<file path="config.mk">
export PLATFORM = sky130hd
export DESIGN_NAME = e_alloc
export DESIGN_NICKNAME = d
export VERILOG_FILES = /design/src/rtl/e_alloc.sv
export SDC_FILE = /design/constraint.sdc
export NUM_CORES = 1
export LEC_CHECK = 0
export CAP_MARGIN = 15
export CORE_AREA = 2 2 91 93
export DETAILED_ROUTE_END_ITERATION = 16
export DIE_AREA = 0 0 93 95
export GPL_ROUTABILITY_DRIVEN = 1
export PLACE_DENSITY = 0.76
export SLEW_MARGIN = 5
export SYNTH_ARGS = -nofsm -noshare
export SYNTH_HDL_FRONTEND = slang
export SYNTH_SLANG_ARGS = --single-unit
</file>
<file path="constraint.sdc">
create_clock -name clk -period 4.1 [get_ports clk]
set_input_delay 1.025 -clock clk [delete_from_list [all_inputs] [get_ports clk]]
set_output_delay 1.025 -clock clk [all_outputs]
set_load 0.02 [all_outputs]
</file>
<file path="src/rtl/e_alloc.sv">
// Circular first-free slot allocator with grouped priority search, occupancy
// tracking, sticky error flag and an optional registered grant stage.
module e_alloc #(
   parameter int unsigned W       = 32,
   parameter int unsigned RADIX_N = 4,
   parameter int unsigned REG_OUT = 0
) (
   input  logic                  clk,
   input  logic                  arst_n,
   output logic                  alloc_vld_o,
   input  logic                  alloc_rdy_i,
   output logic [$clog2(W)-1:0]  alloc_id_o,
   input  logic                  free_vld_i,
   input  logic [$clog2(W)-1:0]  free_id_i,
   output logic [W-1:0]          occ_o,
   output logic [$clog2(W):0]    count_o,
   output logic                  full_o,
   output logic                  empty_o,
   output logic                  err_o
);

   localparam int unsigned LW = $clog2(W);
   localparam int unsigned NG = (2 * W + RADIX_N - 1) / RADIX_N;
   localparam int unsigned PW = NG * RADIX_N;

   logic [W-1:0]  occ, occ_nxt;
   logic [LW-1:0] ptr, ptr_nxt;
   logic [LW:0]   cnt, cnt_nxt;
   logic          err;
   logic          accept, free_ok, free_bad;

   // Lower copy masked below p, upper copy unmasked: the lowest set bit of the
   // doubled word is the first free slot at or after p, wrapping around.
   function automatic logic [LW:0] search(input logic [W-1:0] o, input logic [LW-1:0] p);
      logic [PW-1:0]      word;
      logic [NG-1:0]      any;
      logic [RADIX_N-1:0] grp;
      int unsigned        sel, bsel, pos;
      word = '0;
      for (int unsigned i = 0; i < W; i++) begin
         word[i]     = ~o[i] & (i >= 32'(p));
         word[i + W] = ~o[i];
      end
      for (int unsigned g = 0; g < NG; g++) begin
         any[g] = |word[g * RADIX_N +: RADIX_N];
      end
      sel = 0;
      for (int unsigned g = NG; g > 0; g--) begin
         if (any[g - 1]) sel = g - 1;
      end
      grp  = word[sel * RADIX_N +: RADIX_N];
      bsel = 0;
      for (int unsigned b = RADIX_N; b > 0; b--) begin
         if (grp[b - 1]) bsel = b - 1;
      end
      pos = sel * RADIX_N + bsel;
      return {|any, LW'(pos % W)};
   endfunction

   always_comb begin
      accept   = alloc_vld_o & alloc_rdy_i;
      free_ok  = free_vld_i & occ[free_id_i];
      free_bad = free_vld_i & ~occ[free_id_i];
      occ_nxt  = occ;
      if (free_ok) occ_nxt[free_id_i] = 1'b0;
      if (accept)  occ_nxt[alloc_id_o] = 1'b1;
      ptr_nxt = accept ? alloc_id_o + LW'(1) : ptr;
      cnt_nxt = cnt;
      if (accept && !free_ok)      cnt_nxt = cnt + (LW + 1)'(1);
      else if (free_ok && !accept) cnt_nxt = cnt - (LW + 1)'(1);
   end

   always_ff @(posedge clk or negedge arst_n) begin
      if (!arst_n) begin
         occ <= '0;
         ptr <= '0;
         cnt <= '0;
         err <= 1'b0;
      end else begin
         occ <= occ_nxt;
         ptr <= ptr_nxt;
         cnt <= cnt_nxt;
         err <= err | free_bad;
      end
   end

   if (REG_OUT != 0) begin : g_reg
      logic [LW:0] offer_q;
      // Loading from next state keeps the registered offer coherent with occ.
      always_ff @(posedge clk or negedge arst_n) begin
         if (!arst_n) offer_q <= '0;
         else         offer_q <= search(occ_nxt, ptr_nxt);
      end
      assign alloc_vld_o = offer_q[LW];
      assign alloc_id_o  = offer_q[LW-1:0];
   end else begin : g_comb
      logic [LW:0] cur;
      assign cur         = search(occ, ptr);
      assign alloc_vld_o = arst_n & cur[LW];
      assign alloc_id_o  = cur[LW-1:0];
   end

   assign occ_o   = occ;
   assign count_o = cnt;
   assign full_o  = (cnt == (LW + 1)'(W));
   assign empty_o = (cnt == '0);
   assign err_o   = err;

endmodule

</file>
== Word level (Yosys, flattened, before mapping) ==
Cells that the tools add are included.
Operators by class
  mux-type cells: 30
  magnitude comparators: 35
  equal/unequal tests: 1
  add/sub/neg operators: 4
  reductions and logical operators: 25
  shift operators: 1
  bitwise logic cells: 72
Operators with widths (count)
  $mux W30: 15
  $ge A5 B5 Y1 const A: 15
  $mux W32: 2
  $reduce_or A4 Y1: 16
  $shiftx A64 B33 Y4: 1
  $reduce_or A63 Y1: 1
  $ge A4 B5 Y1 const A: 8
  $and A1 B1 Y1: 35
  $not A1 Y1: 33
  $and A32 B32 Y32: 1
  $not A32 Y32: 1
  $or A32 B32 Y32: 1
  $ge A3 B5 Y1 const A: 4
  $mux W5: 3
  $lt A5 B6 Y1 const B: 2
  $mux W6: 2
  $demux W1 S5: 2
  $ge A1 B5 Y1 const A: 2
  $ge A2 B5 Y1 const A: 2
  $ge A5 B1 Y1 const B: 2
  $add A6 B1 Y6 const B: 1
  $eq A6 B6 Y1 const B: 1
  $logic_not A6 Y1: 1
  $sub A6 B1 Y6 const B: 1
  10 further kinds: 16
Storage, ports and cells
  bits of input ports: 9
  flip-flop bits (word level): 44
  output and inout bits: 47
  word-level logic and storage cells: 172

== Logic depth before layout (Yosys ltp) ==
  depth in word-level cells: 30
  depth in mapped cells: 21

== Worst setup path before layout ==
No wires, ideal clock.
  path kind: register -> output
  start: register ptr[1]
  end: output port alloc_id_o[0]
  arrival: 3024 ps
  data required time: 3075 ps
  buffers on the path: 2
  cell stages (with the launch flop): 14
  path slack: 51 ps
  cells stage by stage: dfrtp_1 > buf_2 > or3_1 > a21o_1 > and3_1 > a311oi_2 > o21ai_1 > inv_2 > buf_2 > nand3_1 > o221ai_1 > a21o_1 > nand2_1 > a22oi_2
Between the ends
  word-level cells in the longest chain between the ends: 17
Ends and longest elaborated chain
  from (decl): RTL line 27  | logic [LW-1:0] ptr, ptr_nxt;
  from (signal assigned): RTL line 81  | ptr <= ptr_nxt;
  $ge A5 B5 Y1: RTL line 41  | word[i] = ~o[i] & (i >= 32'(p));
  $and A1 B1 Y1: RTL line 41
  $reduce_or A4 Y1: RTL line 45  | any[g] = |word[g * RADIX_N +: RADIX_N];
  $mux W30 (8 in a row): RTL line 49  | if (any[g - 1]) sel = g - 1;
  $shiftx A64 B33 Y4 *: RTL line 51  | grp = word[sel * RADIX_N +: RADIX_N];
  $mux W2: RTL line 54  | if (grp[b - 1]) bsel = b - 1;
  $mux W5 (2 in a row): RTL line 54
  $mux W5 *: RTL line 54
  $add A5 B5 Y5 *: RTL line 56  | pos = sel * RADIX_N + bsel;
  to (decl): RTL line 12  | output logic [$clog2(W)-1:0] alloc_id_o,
Every way passes the cells marked *; elsewhere a longest branch is shown, timed or not.

== Final worst setup path ==
  start: register ptr[3]
  end: output port alloc_id_o[1]
Same word-level chain as after synthesis.

==> impl_metrics.yaml <==
outcome:
  status: "finished, violations left"
  violations: "setup timing"
cells_and_area:
  multiInputGateArea_um2: 2800
  layout-drive-gt1-share_pct: 41.1
  layout_commonest_cell: "buf_4"
  area_growth_pct: 66.4
  ff_latch_area_um2: 1100
  final-instance-count-excl-fill: 810
  layout_common_cells: "buf_4 (181), o21ai_0 (58), clkdlybuf4s50_1 (49)"
  num-fill-cells: 519
  antennaDiodeCount: 0
  fin_nets: 723
clock_network:
  cts_htree_levels: 2
  cts.sinks: 44
  root_buffer: "clkbuf_8"
  cts_hold_buf: 0
  clock_path_buffers: 2
  clk_pin_slew_ps: 90
  clk_latency_ps: 300
  cts_tree: "built"
  numCtsBuffers: 5
grt:
  grt_usage_pct: 40.9
  grt_pass1_vias: 5036
  grt_first_pass_wirelength_um: 27100
  antenna_found_initial: 0
  grt_max_degree: 45
  grt_overflow: 0
sta:
  grt_setup_unrepaired: "yes"
  worst_slew_pin_slew_ps: 590
  finalMaxSlewViolations: 0
  finalSetupTns_ps: -745
  fin_crit_ps: 4470
  setup_ws_ps: -374
  fin_skew_ps: 9.14
  slew_headroom_pct: 60.7
  hold_slack_ps: 496
  setup_viol: 2
  fmax_ghz: 0.224
  period_share_pct: 109
  final-hold-violation-count: 0
logic_synthesis:
  avgSynthCellArea_um2: 8.29
  ys_seq_area_share_pct: 28.6
  syn_area_um2: 3850
  synth_edf_count: 0
  synthCells: 465
  yosysWarningCount: 0
  synthArstFlopShare_pct: 100
  synth_cell_type_count: 81
  syn-num-nets: 484
  ys_seq_elements: 44
  synth_flop_cell: "dfrtp_1"
route:
  viasPerCell: 6.57
  drt_iter0_drc: 542
  wl_per_cell_um: 23.1
  via_count: 5318
  first_pass_iters: 5
  antenna_left: 0
  routed_wl_um: 18700
  drc: 0
floorplan:
  core_um2: 7930
  dieArea_um2: 8840
  die_w_um: 93
  rows: 33
  die_h_um: 95
  initial_core_util_pct: 48.6
  ios: 56
hold_path:
  hold_path.class: "flip-flop to flip-flop"
  min_from: "err_o"
place:
  place_inst: 776
  post-dp-hpwl_um: 13900
  routabilityCongestion: 1.11
  port_buffers: 55
worst_setup_path:
  worstPathRequired_ps: 3070
  start_kind: "flip-flop"
  critPathLaunch: "ptr[3]"
  crit_type: "flip-flop to output port"
  cp_data_arrival_time_ps: 3450
  r2r-start: "ptr[3]"
  crit_path_end_kind: "output port"
  cp_max_fo: 9
power:
  power.density_nw_per_um2: 774
  p_leak_uw: 0.00283
  vdd_drop_max_uv: 655
flow_run:
  maxCapViolCount: 0
## area by class of cell
type / instances / share of cell area [%]
inverters: 14 / 0.859
multi-input cells: 382 / 43.6
clock inverters: 1 / 0.117
clock buffers: 7 / 1.35
flip-flops and latches: 44 / 17.2
well taps: 105 / 2.05
repair buffers: 257 / 34.8
## power by group
group / switching (uW) / internal [uW]
logic: 2020 / 1970
clock network: 154 / 137
registers: 149 / 531
total: 2320 / 2640
## metrics by stage
| step | power [uW] | setup WS, ps | area (um^2) | util (%) |
|---|---|---|---|---|
| 2_1_floorplan | 2170 | 51.0 | 3850 | - |
| 4_1_cts | 4450 | -327 | 6090 | 76.8 |
| 3_3_place_gp | 3680 | -632 | 5740 | 72.4 |
| 5_1_grt | 5160 | -463 | 6410 | 80.9 |
| 3_5_place_dp | 3730 | -649 | 5740 | 72.4 |
| 6_report | 4960 | -374 | 6410 | 80.9 |
## timing repair
action / in CTS / in global routing
setup endpoints to repair: 10 / 40
pin swaps: 27 / 24
gates resized for setup: 46 / 59
buffers inserted: 14 / 11
gates cloned: 0 / 4
## metal layers
layer  routed length, um  GRT usage, %  vias up  share of wire [%]
li1                    -             -     2255                  -
met1                6800          51.2     2503                 36
met2                8610          67.3      443                 46
met3                2000          5.59      117                 11
met4                1310          24.9        0                7.0
met5                   0             0        -                  0
## Yosys cell counts (8+ instances only)
master	instances	area share [%]
nor2_1	23	2.2
clkbuf_1	8	0.78
nand2_1	52	5.1
dfrtp_1	44	29
mux4_2	8	4.7
a21o_1	11	2.1
o21ai_1	8	1.0
nor3_1	11	1.4
o21ai_0	69	9.0
nand3_1	8	1.0
ha_1	9	2.9
a21oi_1	28	3.6
buf_2	11	1.4
inv_1	10	0.97
nand4_1	11	1.8
or3_1	11	1.8
## final timing paths
kind / end / slack [ps] / cells past startpoint
max: alloc_id_o[1] / -370 / 15
min: err_o / 500 / 1
max reg2reg: ptr[4] / 70 / 23
min reg2reg: err_o / 500 / 1
max in group asynchronous: ptr[3] / 2800 / 2
min in group asynchronous: occ_o[25] / 860 / 2
## kinds of logic after synthesis
family,synth area share (%)
compound gates,33.0
simple gates,22.6
flops,28.6
buf+inv,4.84
mux,5.75
fa+ha+maj,3.44
xor+xnor,1.82
## sequential cells by signal (all words and copies together), names as in the netlist
name     count
ptr          5
occ_o       32
err_o        1
count_o      6
## worst max-delay path: stages, from the launching register on
cell and delay [ps]:
dfrtp_2 490, buf_12 170, or2_0 250, o211ai_1 310, buf_4 200, nor4_4 50, a21o_2 260, inv_4 100
buf_4 200, nor2_1 50, a221o_1 360, a21o_1 200, a22oi_2 200, o21ai_2 110, inv_2 80, buf_6 110
(Power assumes the default switching activity.)
